===== config.mk =====
export PLATFORM = sky130hd
export DESIGN_NAME = sccb_bus_arbiter
export DESIGN_NICKNAME = d
export VERILOG_FILES = /design/src/rtl/sccb_bus_arbiter.sv
export SDC_FILE = /design/constraint.sdc
export NUM_CORES = 1
export LEC_CHECK = 0
export CAP_MARGIN = 20
export CORE_MARGIN = 3
export CORE_UTILIZATION = 42
export DETAILED_ROUTE_END_ITERATION = 12
export MAX_ROUTING_LAYER = met4
export PLACE_DENSITY = 0.86
export SLEW_MARGIN = 20
export SYNTH_ARGS = -nofsm -noshare
export SYNTH_HDL_FRONTEND = slang
export SYNTH_SLANG_ARGS = --single-unit

===== constraint.sdc =====
create_clock -name clk -period 2.3 [get_ports clk]
set_input_delay 0.23 -clock clk [delete_from_list [all_inputs] [get_ports clk]]
set_output_delay 0.23 -clock clk [all_outputs]
set_load 0.02 [all_outputs]

===== src/rtl/sccb_bus_arbiter.sv =====
// Two-port arbiter in front of one byte-level SCCB/I2C master: port 0 only while
// configuring, round-robin afterwards. Define SCCB_ARB_TIMEOUT_EN for the WAIT timeout/abort.
module sccb_bus_arbiter #(
    parameter int ADDR_W     = 16,
    parameter int DATA_W     = 8,
    parameter int GAP_CYCLES = 10,
    parameter int TIMEOUT    = 100000
) (
    input  logic              clk,
    input  logic              rst_n,
    input  logic              cfg_done,
    input  logic              m0_req,
    input  logic              m0_wr,
    input  logic [ADDR_W-1:0] m0_addr,
    input  logic [DATA_W-1:0] m0_wdata,
    output logic              m0_ack,
    output logic              m0_err,
    output logic [DATA_W-1:0] m0_rdata,
    input  logic              m1_req,
    input  logic              m1_wr,
    input  logic [ADDR_W-1:0] m1_addr,
    input  logic [DATA_W-1:0] m1_wdata,
    output logic              m1_ack,
    output logic              m1_err,
    output logic [DATA_W-1:0] m1_rdata,
    output logic              i2c_req,
    output logic              i2c_wr,
    output logic [ADDR_W-1:0] i2c_addr,
    output logic [DATA_W-1:0] i2c_wdata,
    input  logic              i2c_done,
    input  logic [DATA_W-1:0] i2c_rdata,
    output logic              i2c_abort,
    output logic              busy,
    output logic              grant
);

    typedef enum logic [2:0] {S_IDLE, S_LAUNCH, S_WAIT, S_ACK, S_GAP} state_t;

    localparam int GAP_W = (GAP_CYCLES > 1) ? $clog2(GAP_CYCLES) : 1;

    state_t             state;
    logic               last;
    logic [GAP_W-1:0]   gap_cnt;
    logic               win_valid;
    logic               win_port;
    logic               timeout_now;

    // Port 1 is invisible until the power-up table is done; a tie goes to the port not served last.
    // NOTE: every always_comb output gets a value on every path, otherwise a latch is inferred.
    always_comb begin
        win_valid = m0_req | (cfg_done & m1_req);
        if (m0_req && cfg_done && m1_req)
            win_port = ~last;
        else
            win_port = ~m0_req;
    end

`ifdef SCCB_ARB_TIMEOUT_EN
    localparam int WAIT_W = (TIMEOUT > 1) ? $clog2(TIMEOUT) : 1;

    logic [WAIT_W-1:0]  wait_cnt;
    logic               timeout_q;

    // The counter idles at zero outside WAIT, so it is already cleared on entry.
    assign timeout_now = (state == S_WAIT) && !i2c_done &&
                         (wait_cnt == WAIT_W'(TIMEOUT - 1));

    always_ff @(posedge clk or negedge rst_n) begin
        if (!rst_n) begin
            wait_cnt  <= '0;
            timeout_q <= 1'b0;
        end else begin
            timeout_q <= timeout_now;
            if (state == S_WAIT)
                wait_cnt <= wait_cnt + 1'b1;
            else
                wait_cnt <= '0;
        end
    end

    // timeout_q is high exactly during the ACK cycle that follows an abort.
    assign i2c_abort = timeout_q;
    assign m0_err    = timeout_q & m0_ack;
    assign m1_err    = timeout_q & m1_ack;
`else
    assign timeout_now = 1'b0;
    assign i2c_abort   = 1'b0;
    assign m0_err      = 1'b0;
    assign m1_err      = 1'b0;
`endif

    // NOTE: sequential state uses non-blocking assignments so every register samples pre-edge values.
    always_ff @(posedge clk or negedge rst_n) begin
        if (!rst_n) begin
            // NOTE: the read-data holding registers are reset too, so both ports read 0 after reset.
            state     <= S_IDLE;
            last      <= 1'b1;
            grant     <= 1'b0;
            busy      <= 1'b0;
            gap_cnt   <= '0;
            i2c_req   <= 1'b0;
            i2c_wr    <= 1'b0;
            i2c_addr  <= '0;
            i2c_wdata <= '0;
            m0_ack    <= 1'b0;
            m1_ack    <= 1'b0;
            m0_rdata  <= '0;
            m1_rdata  <= '0;
        end else begin
            case (state)
                S_IDLE: begin
                    if (win_valid) begin
                        grant     <= win_port;
                        last      <= win_port;
                        i2c_wr    <= win_port ? m1_wr    : m0_wr;
                        i2c_addr  <= win_port ? m1_addr  : m0_addr;
                        i2c_wdata <= win_port ? m1_wdata : m0_wdata;
                        i2c_req   <= 1'b1;
                        busy      <= 1'b1;
                        state     <= S_LAUNCH;
                    end
                end
                S_LAUNCH: begin
                    // A done seen here is not a real completion and is dropped.
                    i2c_req <= 1'b0;
                    state   <= S_WAIT;
                end
                S_WAIT: begin
                    if (i2c_done) begin
                        if (!i2c_wr) begin
                            if (grant)
                                m1_rdata <= i2c_rdata;
                            else
                                m0_rdata <= i2c_rdata;
                        end
                        m0_ack <= ~grant;
                        m1_ack <= grant;
                        state  <= S_ACK;
                    end else if (timeout_now) begin
                        m0_ack <= ~grant;
                        m1_ack <= grant;
                        state  <= S_ACK;
                    end
                end
                S_ACK: begin
                    m0_ack  <= 1'b0;
                    m1_ack  <= 1'b0;
                    gap_cnt <= GAP_W'(GAP_CYCLES - 1);
                    state   <= S_GAP;
                end
                S_GAP: begin
                    if (gap_cnt == '0) begin
                        busy  <= 1'b0;
                        state <= S_IDLE;
                    end else begin
                        gap_cnt <= gap_cnt - 1'b1;
                    end
                end
                default: begin
                    busy  <= 1'b0;
                    state <= S_IDLE;
                end
            endcase
        end
    end

endmodule


After elaboration in Yosys (flattened, before gate mapping)

Cells that the tools add are included.
W data, S select, Z words.

Add/subtract/negate cells: 1
Multiply operators: 0
Divide/modulo/power cells: 0
Order comparisons: 0
Eq/ne operators: 8
Shift operators: 0
Muxes and demuxes: 18
Bitwise logic cells: 7
Reductions and logical operators: 16

Operators by type and width:

| operator              | count |
|---|---|
| $mux W16              | 1 |
| $pmux W3 S5           | 1 |
| $mux W3               | 3 |
| $mux W8               | 1 |
| $ne A2 B2 Y1 const B  | 4 |
| $pmux W4 S2           | 1 |
| $reduce_and A2 Y1     | 4 |
| $reduce_and A4 Y1     | 2 |
| $eq A3 B2 Y1 const B  | 2 |
| $mux W1               | 6 |
| $pmux W1 S2           | 3 |
| $reduce_and A3 Y1     | 2 |
| $reduce_bool A2 Y1    | 3 |
| $not A1 Y1            | 5 |
| $logic_not A4 Y1      | 1 |
| $mux W4               | 1 |
| $sub A4 B1 Y4 const B | 1 |
| $eq A3 B1 Y1 const B  | 1 |
| $eq A3 B3 Y1 const B  | 1 |
| $logic_not A3 Y1      | 1 |
| $pmux W1 S3           | 1 |
| $reduce_or A3 Y1      | 1 |
| $logic_and A1 B1 Y1   | 2 |
| $and A1 B1 Y1         | 1 |
| $or A1 B1 Y1          | 1 |

Register bits: 54
Bits in latches: 0
RAM bits: 0
ROM bits: 0
Bits of input ports: 64
Output and inout port bits: 49
Logic and storage cells: 63
Memories: 0

Depth between registers and ports, before layout

Word-level depth: 4
Mapped depth: 6
Gate-level depth less buffers: 5

Least setup slack after synthesis

Ideal clock, no wire load.

Kind: register to register
Start point: register grant
End point: register m1_rdata[0]
Setup time: 0.125 ns
Arrival time: 1.546 ns
Data required time: 2.175 ns
Slack: 0.629 ns
Stages on the path, launching flop included: 5
Buffers on the path: 1
Period minus slack after synthesis: 1.671 ns
Cells stage by stage: dfrtp_1 -> inv_1 -> or4_1 -> buf_6 -> mux2_4

Word-level cells in the longest chain between the ends: 1

RTL lines:

| what                               | line | text |
|---|---|---|
| start, declared                    | 34   | `output logic grant` |
| start signal, assigned             | 113  | `grant <= win_port;` |
| $reduce_and A4 Y1 (no source line) | --   |  |
| end signal, assigned               | 132  | `m1_rdata <= i2c_rdata;` |
| end, declared                      | 25   | `output logic [DATA_W-1:0] m1_rdata,` |

Every way passes these cells.
A chain may end at the register's enable or synchronous reset.

Worst setup path in the final report

Start point: register grant
End point: register m1_rdata[7]

Same word-level chain as after synthesis.

==> summary.txt <==
Outcome: complete, no violations
Period utilisation layout: 78.63%
Post-layout util: 65.48%
Dpl hpwl: 5.160 mm
Post-CTS Resized: 0
Max-slew violations: 0
Grt total ovfl: 0
Number of global-route vias before repair: 2336
IR drop worst, VDD: 0.0006507 V
Clock skew: 8.541 ps
Die Ht: 84.72 µm
Crit end category: flop
CTS root buf: clkbuf_8
Row count: 28
Hold Vio Cnt, Final: 0
Final hold slack: 36.67 ps
Initial antenna violation count: 0
Via count: 2359
CTS buffer count: 5
Initial DRC count: 147
F_max: 0.5530 GHz
Compound-Gate Fraction of Synth Area: 19.42%
Relative slew slack: 52.45%
Commonest cells after routing, fill and taps aside: clkdlybuf4s50_1, dfrtp_1, a21oi_1, a31oi_1, nand3_1
Drt total wl: 7.100 mm
DRC: 0
Post-synth EDFFs: 0
Mapped Cells: 250
First-pass GRT wire length: 11.45 mm
Seq. cell area: 0.001353 mm²
Core area: 0.005956 mm²
TritonCTS clock tree: built
Drt pass-1 iters: 4
Worst Tran Pin Value: 712.4 ps
Hold WC Path Type: primary input to async pin
Port Buf Inserts: 109
CTS clk-pin slew, worst paths: 100 ps
WL/cell: 16.47 µm
Die area: 0.007177 mm²
P_leak: 1.623 nW
CP Launch Type: flop
Adder-cell area share of the yosys netlist: 0.4808%
Largest family of logic cells by synthesized area: compound AO/OA/AOI/OAI gates
Layout cells sized above 1: 11.80%
Clock sinks: 54
Seq/Total Area, Yosys: 51.97%
Setup TNS: 0 ps
Most used DFF post-synth: dfrtp_1
Clock Latency Late Sink: 310 ps
Placed cell area: 0.003757 mm²
RSZ-0062 raised after global routing: false
Vias/cell: 5.473
Worst endpoint required time: 2500 ps
P&R area growth vs syn: 49.86%
Crit path time final: 1808 ps
Fill count: 494
Crit path arrival time: 2010 ps
Bufs on Longest Clock Path: 2
Setup slack after layout: 491.6 ps
Final setup violation count: 0
Register bit total from synthesis: 54
GP Congestion: 0.7934
Post-CTS Setup Inserts: 0
Gr usage total: 20.34%
Syn avg cell area: 10.41 µm²
Pre-CTS WS: 216.0 ps
PD cells: 1320 mW/mm²
Ys Warns: 0
Antenna-violating nets left: 0
# hold bufs at CTS: 0
Post-Layout Inst Area: 0.003900 mm²
Leading cell type in the layout, fill and taps excluded: clkdlybuf4s50_1
Die W: 84.72 µm
Multi-input gate area: 0.001104 mm²
Max Cap Viol: 0
XOR/XNOR share of the synthesized area: 0.3365%
Worst Setup Path Type: flop to flop
Largest net degree at the start of global routing: 55
Layout net count: 420
IO Pins: 113
Number of antenna diodes: 0
Synth Cell Area: 0.002602 mm²
Asr flop ratio synth: 100.0%
Synth Area in Simple Gates: 12.50%
Synth unique cells: 38
Mux contribution to synthesized area: 9.231%
Initial Util: 43.70%
Max H-tree Level: 2
Worst-path maximum fanout: 8
worst paths after layout:
check	start	end	slack (ps)	depth (start not counted)
worst max-delay path	grant$_DFFE_PN0P_	m1_rdata[7]$_DFFE_PN0P_	490	3
worst min-delay path	rst_n	i2c_wdata[2]$_DFFE_PN0P_	40	2
worst max register to register	grant$_DFFE_PN0P_	m1_rdata[7]$_DFFE_PN0P_	490	3
worst min register to register	gap_cnt[3]$_DFFE_PN0P_	gap_cnt[3]$_DFFE_PN0P_	480	1
max in group asynchronous	rst_n	m0_rdata[7]$_DFFE_PN0P_	1810	2
min in group clk	gap_cnt[3]$_DFFE_PN0P_	gap_cnt[3]$_DFFE_PN0P_	480	1
cell type report:
cell class	count	area share, %
Clock buffer	6	2.117
Clock inverter	2	1.540
Inverter	5	0.4812
Multi-Input combinational cell	168	28.30
Sequential cell	54	34.68
Tap cell	75	2.406
Timing Repair Buffer	121	30.48
cells in the mapped netlist (all sizes together), types with 2 or more instances:
| library cell | n | area [µm²] |
|---|---|---|
| a21oi | 33 | 165.2 |
| mux2 | 16 | 210.2 |
| o21ai | 26 | 130.1 |
| a31oi | 27 | 168.9 |
| nand3b | 2 | 15.01 |
| mux2i | 3 | 30.03 |
| nor3 | 2 | 21.27 |
| nand2 | 4 | 15.01 |
| nand3 | 26 | 130.1 |
| clkbuf | 12 | 45.04 |
| dfrtp | 53 | 1326 |
| nor2 | 5 | 18.77 |
| and3b | 2 | 17.52 |
| inv | 5 | 18.77 |
| nand2b | 3 | 26.27 |
| a21o | 2 | 15.01 |
| buf | 13 | 90.09 |
| nand4 | 2 | 12.51 |
metal layers:
layer	track usage [%]	share of wire [%]	up-vias
li1	-	-	1128
met1	24.07	41	1150
met2	36.44	53	75
met3	4.122	4.6	6
met4	3.022	0.96	0
met5	-	0	-
sequential cells by signal (all words and copies together), names as in the netlist, 3 cells and up:
name / count
i2c_wdata: 8
i2c_addr: 16
gap_cnt: 4
m1_rdata: 8
state: 3
m0_rdata: 8
critical path, stage by stage (launching register included):
cell,delay [ps]
dfrtp_1,510
inv_1,70
or4_1,750
mux2_4,380
through the flow:
step / instances / total power [mW]
CTS: 431 / 5.194
detailed placement: 423 / 4.412
global placement: 423 / 4.325
finish: 431 / 5.147
floorplan: 252 / 3.179
global route: 431 / 5.466
logic make-up (layout without fill, tap and decap cells):
kind of cell | count (synthesis) | after routing
adders and majority gates | 1 | 1
AOI/OAI and AO/OA | 91 | 91
DFF | 54 | 54
and+or+nand+nor | 53 | 53
buffers and inverters | 30 | 134
xor gates and xnor gates | 1 | 1
other | 1 | 3
muxes | 19 | 19
report_power, final:
| part | switching (mW) | internal [mW] | total [mW] |
|---|---|---|---|
| clock network | 0.307 | 0.464 | 0.771 |
| logic | 1.35 | 1.32 | 2.67 |
| registers | 0.292 | 1.42 | 1.71 |
Note: power is estimated with default switching activity, not from simulation.
==> RTL change 1 (config.mk and constraints unchanged) <==
The 5 states of `state_t` get a one-hot encoding in 5 bits.
--- a/src/rtl/sccb_bus_arbiter.sv
+++ b/src/rtl/sccb_bus_arbiter.sv
@@ -35,5 +35,5 @@
 );
 
-    typedef enum logic [2:0] {S_IDLE, S_LAUNCH, S_WAIT, S_ACK, S_GAP} state_t;
+    typedef enum logic [4:0] {S_IDLE = 5'b00001, S_LAUNCH = 5'b00010, S_WAIT = 5'b00100, S_ACK = 5'b01000, S_GAP = 5'b10000} state_t;
 
     localparam int GAP_W = (GAP_CYCLES > 1) ? $clog2(GAP_CYCLES) : 1;
Behaviour: no difference found for any inputs over 10 cycles, from zero or initial values and one cycle with rst_n low; not proved beyond that.
==> RTL change 1 against the unedited design <==
  * Non-clock buffer count shrank 7
  * Critical endpoint is now m1_rdata[5]$_DFFE_PN0P_
  * Design area shrank 1.4%
  * Power shrank 9.4%
  * Count of clock-buffer cells in the layout shrank 1
  * Highest routed layer unchanged
  * Sequential cell count grew 2
  * Clock power shrank 27%
  * Largest cell class unchanged
  * Synthesized cell count shrank 8.8%
  * Die area shrank 0.48%
  * Routed wire length shrank 14%
  * Synthesized area shrank 0.53%
  * Setup slack lost 0.10 ns
  * Clock skew grew 0.0043 ns
==> RTL change 1: results <==
[pwr]
p_int_mw = 2.82
irDropWorstVdd_mv = 0.687
clkPwrFrac = 0.121
leakagePower_nw = 1.71

[drt]
wl_met1_um = 2520
wirelength_um = 6110
drtIter0Drc = 40
drt-wirelength-per-cell_um = 14.9
first_pass_iters = 4
wl_met2_um = 3230
vias = 2058
wl_met3_um = 325

[synth]
yosys-top-cells-count = dfrtp_1 (54), a21oi_1 (29), nor2_1 (28)
synth-async-reset-ratio = 1.00
yosys_warnings = 0
avgSynthCellArea_um2 = 11.4
ys_ff_latch = 56
ys_types = 38
yosys-top-cells-area = dfrtp_1 (52%), mux2i_1 (9.7%), mux2_2 (6.5%)
seq_area_frac_synth = 0.542

[global_route]
track_usage = 0.179
met2_usage = 0.308
grt_max_degree = 57
grt_use_met1 = 0.218
grt_pass1_wl_um = 10100
grt_antenna_before_repair = 0
grtUsageMet3 = 0.0363

[finish]
num-fill-cells = 463
clkCellAreaFrac = 0.0247
multi_input_gates = 152
nonClkBufAreaFrac = 0.295
nClkBuffers = 5
inverters = 8
stdcell_area_um2 = 3840
nNonClkBuffers = 114
multi_input_area_share = 0.283
top_register = i2c_addr
seqCellArea_um2 = 1400
drive_above_1_share = 0.115

[setup_path]
r2r_slack_ns = 0.39
reg2reg_depth = 4
reg2reg_from = state[4]$_DFFE_PN0P_
worstPathMaxFanout = 15
reg2reg_to = m1_rdata[5]$_DFFE_PN0P_

[cts]
post_cts_buffers = 0
hold_buffers = 0
htreeDepth = 2
insertion_delay_ns = 0.31
cts_buffers = 5
clk_pin_slew_ns = 0.11

[timing]
finalSetupViolCount = 0
skew_ns = 0.0128
slew_headroom = 0.535

[placed_design]
routabilityCongestion = 0.812
dp.cells = 402
dp_hpwl_um = 4660
placed_cell_area_um2 = 3750
dp_slack_ns = 0.417

[status]
outcome = finished clean

[floorplan]
n_tap_cell = 72
[RTL change 1: cell types whose count changed after synthesis, moves of 10 or more]
cell / delta
a31oi_1: -24
nand3_1: -23
nor2_1: +23
mux2i_1: +22
o21ai_0: -14
clkbuf_1: -10
[RTL change 1: worst max-delay path: stages, from the launching register on]
cell and delay, ns:
dfrtp_1 0.57, nor3_4 0.31, nand3_4 0.16, nor3_4 0.37, mux2_2 0.39
[RTL change 1: kinds of logic after synthesis]
| kind of cell | count (synthesis) | share of synthesized area |
|---|---|---|
| other cells | 1 | 0.00145 |
| simple gates | 56 | 0.125 |
| fa+ha+maj | 1 | 0.00483 |
| xor+xnor | 1 | 0.00338 |
| flops | 56 | 0.542 |
| mux | 43 | 0.175 |
| compound gates | 48 | 0.104 |
| buf+inv | 22 | 0.0445 |
[RTL change 1: worst max path at each step]
stage	slack (ns)	start	endpoint
3_5_place_dp	0.42	state[4]$_DFFE_PN0P_	m1_rdata[5]$_DFFE_PN0P_
6_report	0.39	state[4]$_DFFE_PN0P_	m1_rdata[5]$_DFFE_PN0P_
5_1_grt	0.27	state[4]$_DFFE_PN0P_	m1_rdata[5]$_DFFE_PN0P_
3_3_place_gp	0.46	state[4]$_DFFE_PN0P_	m1_rdata[4]$_DFFE_PN0P_
4_1_cts	0.38	state[4]$_DFFE_PN0P_	m1_rdata[5]$_DFFE_PN0P_
2_1_floorplan	0.70	state[4]$_DFFE_PN0P_	m1_rdata[0]$_DFFE_PN0P_
[RTL change 1: stage by stage]
| step | hold WS (ns) | total power [mW] |
|---|---|---|
| after floorplan | -0.0656 | 3.00 |
| after global placement | 0.404 | 4.06 |
| after detailed placement | 0.406 | 4.15 |
| after CTS | 0.0641 | 4.72 |
| after global routing | 0.0996 | 4.96 |
| final | 0.0335 | 4.67 |
==> RTL change 2 (config.mk and constraints unchanged) <==
Made on the original files. The parameter `DATA_W` goes from 8 to 12.
--- a/src/rtl/sccb_bus_arbiter.sv
+++ b/src/rtl/sccb_bus_arbiter.sv
@@ -3,5 +3,5 @@
 module sccb_bus_arbiter #(
     parameter int ADDR_W     = 16,
-    parameter int DATA_W     = 8,
+    parameter int DATA_W     = 12,
     parameter int GAP_CYCLES = 10,
     parameter int TIMEOUT    = 100000
Ports: changed (6 resized); port bits go from 113 to 137. The function was not compared with the original's and may differ.
==> RTL change 2 against the unedited design <==
  * Synthesized area increased by 19%
  * Design area rose by 22%
  * Power rose by 24%
  * Setup slack worse by 0.043 ns
  * Routed wire length grew 25%
  * Sequential cell count increased by 12
  * Hold slack improved by 0.40 ns
  * Cell count rose by 20%
  * Critical path type unchanged
  * Largest cell class unchanged
==> RTL change 2: results <==
[drt]
drtIter0Drc = 187
vias = 2832
drt-wirelength-per-cell_um = 17.2
viasPerCell = 5.46
first_pass_iters = 4

[placed_design]
routabilityCongestion = 0.849
dp_hpwl_um = 6370
dp_slack_ns = 0.310
placed_cell_area_um2 = 4510
io_buffer_count = 133
dp.cells = 502

[finish]
top_register = i2c_addr
largest_reg_flops = 16
antenna_cells = 0
num-fill-cells = 533
drive_above_1_share = 0.132

[cts]
insertion_delay_ns = 0.34
clock_path_buffers = 2
post_cts_buffers = 0
cts_root_buf = clkbuf_8
htreeDepth = 3
cts_resized = 0
cts_buffers = 9
clk_pin_slew_ns = 0.07

[setup_path]
critPathKind = reg -> reg
reg2reg_from = state[1]$_DFFE_PN0P_
critPathArrivalTime_ns = 2.07
worstPathMaxFanout = 12

[synth]
ys_types = 38
synthCells = 293
yosys-top-cells-count = dfrtp_1 (65), a21oi_1 (37), a31oi_1 (31)
synth-async-reset-ratio = 1.00
yosys_warnings = 0
yosys-top-cells-area = dfrtp_1 (53%), a31oi_1 (6.3%), a21oi_1 (6.0%)
seq_area_frac_synth = 0.536

[pwr]
leakagePower_nw = 1.98
irDropWorstVdd_mv = 0.591

[global_route]
track_usage = 0.224
grt_antenna_before_repair = 0
grt_pass1_wl_um = 14500
grt_max_degree = 67
grt_pass1_vias = 2952

[timing]
finalSetupViolCount = 0
tightest_slew_ns = 0.710
drv_slew = 0
skew_ns = 0.0100

[worst_hold_path]
hold_path.class = in -> async

[status]
outcome = finished clean
## RTL change 2: logic make-up (layout without fill, tap and decap cells)
| group | after synthesis | after routing | share of synthesized area |
|---|---|---|---|
| AO/OA/AOI/OAI | 103 | 103 | 0.185 |
| flip-flops | 66 | 66 | 0.536 |
| AND/OR/NAND/NOR | 57 | 57 | 0.108 |
| buffers and inverters | 37 | 165 | 0.0531 |
| multiplexers | 27 | 27 | 0.110 |
| adder cells (fa/ha/maj) | 1 | 1 | 0.00406 |
| other | 1 | 3 | 0.00122 |
| XOR/XNOR | 1 | 1 | 0.00284 |
## RTL change 2: metal layers
metal,GRT usage,vias up,part of all wire
met5,-,-,0
met2,0.365,144,0.49
met4,0.0817,0,0.024
li1,-,1319,-
met3,0.0632,20,0.080
met1,0.265,1349,0.41
## RTL change 2: final timing paths
path                                             to  cells after the start  slack, ns
max in group asynchronous          last$_DFFE_PN1P_                      3       1.55
hold / removal                   m0_ack$_DFFE_PN0P_                      3       0.43
setup / recovery           m1_rdata[10]$_DFFE_PN0P_                      3       0.45
setup reg to reg           m1_rdata[10]$_DFFE_PN0P_                      3       0.45
hold reg to reg              gap_cnt[2]$_DFFE_PN0P_                      1       0.50
min in group clk           i2c_wdata[8]$_DFFE_PN0P_                      3       0.46
## RTL change 2: repair_timing
item                                    CTS  global route
endpoints found under the setup margin    0             0
endpoints found under the hold margin    65             0
hold buffers                              1             0
## RTL change 2: critical path, stage by stage, from the launching register on
cell	delay, ns
dfrtp_1	0.62
nand2b_4	0.11
or4_4	0.64
mux2_4	0.35
## RTL change 2: area by class of cell
class / instances / area, um2 / area share
Sequential cell: 66 / 1650 / 0.348
Timing Repair Buffer: 144 / 1450 / 0.305
Multi-Input combinational cell: 192 / 1280 / 0.270
Clock buffer: 12 / 155 / 0.0327
Tap cell: 96 / 120 / 0.0253
Clock inverter: 4 / 73.8 / 0.0155
Inverter: 5 / 18.8 / 0.00395
## RTL change 2: power breakdown
group / internal (mW) / switching (mW)
combinational: 1.58 / 1.57
sequential: 1.73 / 0.409
clock: 0.670 / 0.434
total: 3.99 / 2.41
